[config.mk]
export PLATFORM = sky130hd
export DESIGN_NAME = fetch_queue
export DESIGN_NICKNAME = d
export VERILOG_FILES = /design/src/rtl/fetch_queue.sv
export SDC_FILE = /design/constraint.sdc
export NUM_CORES = 1
export LEC_CHECK = 0
export BUFFER_PORTS_ARGS = -buffer_cell sky130_fd_sc_hd__clkbuf_2
export CAP_MARGIN = 20
export CORE_ASPECT_RATIO = 0.5
export CORE_UTILIZATION = 53
export DETAILED_ROUTE_END_ITERATION = 16
export GPL_TIMING_DRIVEN = 0
export PLACE_DENSITY = 0.76
export RECOVER_POWER = 25
export SYNTH_ARGS = -nofsm -noshare
export SYNTH_HDL_FRONTEND = slang
export SYNTH_SLANG_ARGS = --single-unit
[constraint.sdc]
create_clock -name clk -period 2.27 [get_ports clk]
set_clock_uncertainty 0.05 [all_clocks]
set_input_delay 0.1135 -clock clk [delete_from_list [all_inputs] [get_ports clk]]
set_output_delay 0.1135 -clock clk [all_outputs]
set_load 0.01 [all_outputs]
[src/rtl/fetch_queue.sv]
// Instruction fetch stage: owns the fetch PC, issues one request at a time to a
// variable-latency instruction memory, and buffers tagged words for the core.
module fetch_queue #(
  parameter int          DEPTH    = 4,
  parameter logic [31:0] RESET_PC = 32'h0000_0000
) (
  input  logic                       clk,
  input  logic                       reset,
  input  logic                       redirect,
  input  logic [31:0]                redirect_pc,
  output logic                       imem_req,
  output logic [31:0]                imem_addr,
  input  logic                       imem_ack,
  input  logic [31:0]                imem_rdata,
  output logic                       instr_valid,
  output logic [31:0]                instr,
  output logic [31:0]                instr_pc,
  input  logic                       instr_ready,
  output logic [$clog2(DEPTH):0]     count
);

  localparam int AW = $clog2(DEPTH);
  localparam int CW = AW + 1;
  localparam logic [CW-1:0] FULL = CW'(DEPTH);

  typedef enum logic [1:0] {
    IDLE = 2'd0,
    WAIT = 2'd1,
    DROP = 2'd2
  } state_t;

  state_t          r_state;
  logic [31:0]     r_fetch_pc;
  logic [31:0]     r_imem_addr;
  logic            r_imem_req;
  logic [AW-1:0]   r_head;
  logic [AW-1:0]   r_tail;
  logic [CW-1:0]   r_count;
  logic [31:0]     r_mem_pc   [DEPTH];
  logic [31:0]     r_mem_word [DEPTH];

  logic            w_push;
  logic            w_pop;

  // Data arriving in WAIT is kept only if no redirect lands on the same edge.
  assign w_push = (r_state == WAIT) && imem_ack && !redirect;
  assign w_pop  = (r_count != '0) && instr_ready;

  assign imem_req    = r_imem_req;
  assign imem_addr   = r_imem_addr;
  assign instr_valid = (r_count != '0);
  assign instr       = r_mem_word[r_head];
  assign instr_pc    = r_mem_pc[r_head];
  assign count       = r_count;

  // NOTE: every register here is updated with <= so all state advances together
  // on the edge; blocking assignments would let later lines see half-updated state.
  always_ff @(posedge clk or negedge reset) begin
    if (!reset) begin
      r_state     <= IDLE;
      r_fetch_pc  <= RESET_PC;
      r_imem_addr <= RESET_PC;
      r_imem_req  <= 1'b0;
      r_head      <= '0;
      r_tail      <= '0;
      r_count     <= '0;
      // NOTE: storage is small and cleared on reset so instr/instr_pc read as
      // zero before the first fetch; large RAM-backed queues would skip this.
      for (int i = 0; i < DEPTH; i++) begin
        r_mem_pc[i]   <= '0;
        r_mem_word[i] <= '0;
      end
    end else begin
      unique case (r_state)
        IDLE: begin
          if (redirect) begin
            r_fetch_pc <= redirect_pc;
          end else if (r_count < FULL) begin
            r_state     <= WAIT;
            r_imem_req  <= 1'b1;
            r_imem_addr <= r_fetch_pc;
          end
        end
        WAIT: begin
          if (redirect) begin
            r_fetch_pc <= redirect_pc;
            if (imem_ack) begin
              r_state    <= IDLE;
              r_imem_req <= 1'b0;
            end else begin
              // Keep the old address on the bus until the memory answers it.
              r_state <= DROP;
            end
          end else if (imem_ack) begin
            r_fetch_pc <= r_fetch_pc + 32'd4;
            r_state    <= IDLE;
            r_imem_req <= 1'b0;
          end
        end
        DROP: begin
          if (redirect) begin
            r_fetch_pc <= redirect_pc;
          end
          if (imem_ack) begin
            r_state    <= IDLE;
            r_imem_req <= 1'b0;
          end
        end
        default: begin
          r_state    <= IDLE;
          r_imem_req <= 1'b0;
        end
      endcase

      if (w_push) begin
        r_mem_pc[r_tail]   <= r_fetch_pc;
        r_mem_word[r_tail] <= imem_rdata;
      end

      // A redirect flushes the queue and wins over any push or pop.
      if (redirect) begin
        r_count <= '0;
        r_head  <= r_tail;
      end else begin
        if (w_push) r_tail <= r_tail + AW'(1);
        if (w_pop)  r_head <= r_head + AW'(1);
        if (w_push && !w_pop)      r_count <= r_count + CW'(1);
        else if (!w_push && w_pop) r_count <= r_count - CW'(1);
      end
    end
  end

endmodule

==> qor.yml <==
status:
  status: "finished, final reports clean"
placement:
  place_worst_setup_slack_ns: -0.542
  gp_congestion: 0.904
  port_buffers: 168
  detailedPlacementHpwl_um: 24100
sta:
  timing.final.crit_share_pct: 99.4
  postLayoutSetupSlackWorst_ns: 0.0142
  grt_setup_unrepaired: "true"
  final-max-slew-violation-count: 0
  max_clock_freq_mhz: 443
  timing.hold.ws_ns: 0.294
  finalSetupViolations: 0
  timing.final.crit_period_ns: 2.26
  timing.final.hold_violations: 0
  tightest_slew_ns: 1.47
  timing.slew.headroom_pct: 1.73
synthesis:
  number_of_enable_type_register_cells_in_the_synthesized_netlist: 0
  synthTopCellsByArea: "sky130_fd_sc_hd__dfrtp_1 56%, sky130_fd_sc_hd__mux2_2 21%, sky130_fd_sc_hd__mux4_2 9.7%"
  synth_top_area_cell: "sky130_fd_sc_hd__dfrtp_1"
  synth_cells: 1026
  seq_area_frac_synth_pct: 55.7
  async_sr_flop_fraction_pct: 100
  ys_top_cells_by_count: "330 x sky130_fd_sc_hd__dfrtp_1, 280 x sky130_fd_sc_hd__mux2_2, 64 x sky130_fd_sc_hd__mux4_2"
  synth_largest_type_area_fraction_pct: 55.7
  post_synth.cell_area_avg_sq_um: 14.5
  yosys_most_used_dff: "sky130_fd_sc_hd__dfrtp_1"
  net_count_synth: 1105
  post-synth-top-count-cell: "sky130_fd_sc_hd__dfrtp_1"
  synthesis.yosys.warnings: 0
  syn-cell-area_sq_um: 14800
  synth.ff_latch_count: 330
  synthDistinctLibCells: 56
layout:
  diodes: 0
  drive_gt1_share_pct: 51.7
  finish.net_count: 1380
  area_growth_pct: 24.0
power_and_ir_drop:
  net-switching-power_w: 0.00907
  vdd_drop_max_mv: 0.759
  leakagePower_nw: 8.41
  post-layout-total-power_w: 0.0267
  share_clk_of_total_power_pct: 21.0
  combinationalPowerShare_pct: 40.6
  power.sequential.fraction_pct: 38.5
  cell_internal_pwr_w: 0.0176
  powerDensity_nw_per_um2: 1450
  switching_share_pct: 34.0
clock_tree:
  tritoncts.num_buffers: 30
  clock_tree_root_buffer_cell: "sky130_fd_sc_hd__clkbuf_16"
  cts_max_path_buffers: 3
  tritoncts: "done"
  clock_sink_count: 330
  htree_levels: 1
  clock_latency_reported_for_the_late_side_of_the_worst_skew_pair_ns: 0.57
  worst_setup_hold_path_clk_slew_ns: 0.07
setup_path:
  worst_ep_arrival_time_ns: 2.63
  reg2reg_to: "count[2]"
  cp_max_fo: 8
  crit_buf_inv: 0
  r2r.worst_path.cells: 8
  startpoint_type: "register"
  cpLargestDelayFamily: "simple AND/OR/NAND/NOR gates"
  crit_path_largest_cell_delay_ns: 0.44
  timing.critical_path.to_type: "register"
  cell_breakdown_of_the_critical_path: "ha_4, nor2b_1, and2_4, nor2b_4, fa_2, or3_1, a31oi_1, a21oi_1"
  crit_required_ns: 2.64
  worstSetupPathType: "reg -> reg"
  critical_path.slowest_cell: "sky130_fd_sc_hd__dfrtp_2"
  r2r_setup_slack_ns: 0.01
  worst_r2r_start: "r_state[0]"
routing:
  drt_first_pass_iters: 6
  dr_total_vias: 9941
  vias_per_cell: 5.85
  drc_errors: 0
  final_antenna_net_count: 0
  wire_per_inst_um: 21.2
  detail_route.wirelength_um: 36000
  first_iter_violations: 727
global_routing:
  grt_util_all_layers_pct: 25.9
  grt_pass1_vias: 10576
  pin_count_of_the_biggest_net_entering_global_routing: 119
  grt_antenna_before_repair: 0
  grt_pass1_wl_um: 57800
  grt.overflow.total: 0
floorplanning:
  die-area_sq_um: 28700
  die_width_um: 239
  die-height_um: 120
  initial_core_util_pct: 55.0
  design.portCount: 170
  placement_rows: 42
  core-area_sq_um: 27000
run:
  cap_viol_max_count: 0
min_path:
  hold_path.startpoint: "redirect_pc[1]"
  timing.hold.worst.class: "in -> reg"
  hold_path_depth: 3
  worstHoldEndpoint: "r_fetch_pc[1]"
-- power by group through the flow --
stage	Sequential, W	Combinational, W	Clock [W]
3_3_place_gp	0.00992	0.0101	0
3_5_place_dp	0.0102	0.0104	0
5_1_grt	0.0106	0.0116	0.00593
4_1_cts	0.0101	0.0109	0.00567
6_report	0.0103	0.0108	0.00560
2_1_floorplan	0.00978	0.00715	0
-- worst reg2reg max path, cell delays in order (launching register included) --
cell and delay [ns]:
sky130_fd_sc_hd__dfrtp_2 0.44, sky130_fd_sc_hd__ha_4 0.17, sky130_fd_sc_hd__nor2b_1 0.13, sky130_fd_sc_hd__and2_4 0.20, sky130_fd_sc_hd__nor2b_4 0.13, sky130_fd_sc_hd__fa_2 0.34, sky130_fd_sc_hd__or3_1 0.37, sky130_fd_sc_hd__a31oi_1 0.19
sky130_fd_sc_hd__a21oi_1 0.09
-- metrics by stage --
| stage | setup TNS [ns] | std cells | area, sq um | util (%) |
|---|---|---|---|---|
| after floorplan | 0 | 1026 | 14900 | - |
| after global placement | -1919.82 | 1568 | 16200 | 60.0 |
| after detailed placement | -84.78 | 1571 | 16300 | 60.3 |
| after CTS | 0 | 1699 | 18300 | 67.9 |
| after global routing | -1.08 | 1699 | 18400 | 68.2 |
| final | 0 | 1699 | 18400 | 68.2 |
-- sequential cells by signal, summed over array words and instances, names as in the netlist --
| signal | count |
|---|---|
| imem_req | 1 |
| r_mem_word | 128 |
| r_fetch_pc | 32 |
| r_head | 2 |
| count | 3 |
| r_tail | 2 |
| r_mem_pc | 128 |
| r_state | 2 |
| imem_addr | 32 |
-- cell families (layout without fill, tap and decap cells) --
| kind of cell | count (synthesis) | count (layout) | share of synthesized area [%] |
|---|---|---|---|
| AND/OR/NAND/NOR | 130 | 130 | 4.57 |
| buffers and inverters | 94 | 393 | 2.67 |
| flip-flops | 330 | 330 | 55.7 |
| XOR/XNOR | 5 | 5 | 0.295 |
| adder cells (fa/ha/maj) | 10 | 10 | 0.894 |
| AO/OA/AOI/OAI | 112 | 112 | 4.84 |
| multiplexers | 345 | 345 | 31.0 |
-- worst max path at each step --
stage	cells after the start	endpoint	startpoint
2_1_floorplan	10	count[2]	r_state[1]
3_3_place_gp	1	r_mem_word[114]	reset
3_5_place_dp	5	imem_addr[14]	r_state[0]
4_1_cts	9	count[2]	count[2]
5_1_grt	4	r_fetch_pc[3]	reset
6_report	8	count[2]	r_state[0]
-- layout by cell type, fill, tap and decap left out, drive strengths merged, types with 18 or more instances in the layout --
cell type      n
dfrtp        330
mux2         280
clkbuf       243
dlygate4sd3   68
mux4          64
buf           54
nand2         42
o21ai         30
a21oi         28
nand3         20
nor2          18
-- repair_timing --
action,4_1_cts,5_1_grt
buffers inserted,5,6
setup endpoints to repair,360,133
endpoints found under the hold margin,303,0
pin swaps,6,3
hold buffers,68,0
resized for setup,97,49
cloned,0,0
-- layer usage --
layer,part of all wire [%],global-route usage [%],up-vias,wire (um)
li1,-,-,4352,-
met1,42,34.8,5217,15200
met2,50,44.0,289,18100
met3,4.8,4.04,83,1720
met4,2.9,7.81,0,1060
met5,0,0,-,0
-- area by class of cell --
| class | instances | area (sq um) |
|---|---|---|
| sequential | 330 | 8270 |
| buffer | 76 | 534 |
| clock inverter | 17 | 231 |
| multi-input combinational | 602 | 6290 |
| fill | 1842 | 8560 |
| clock buffer | 39 | 876 |
| timing repair buffer | 250 | 1690 |
| inverter | 11 | 41.3 |
| tap | 374 | 468 |
Note: power is estimated with default switching activity, not from simulation.
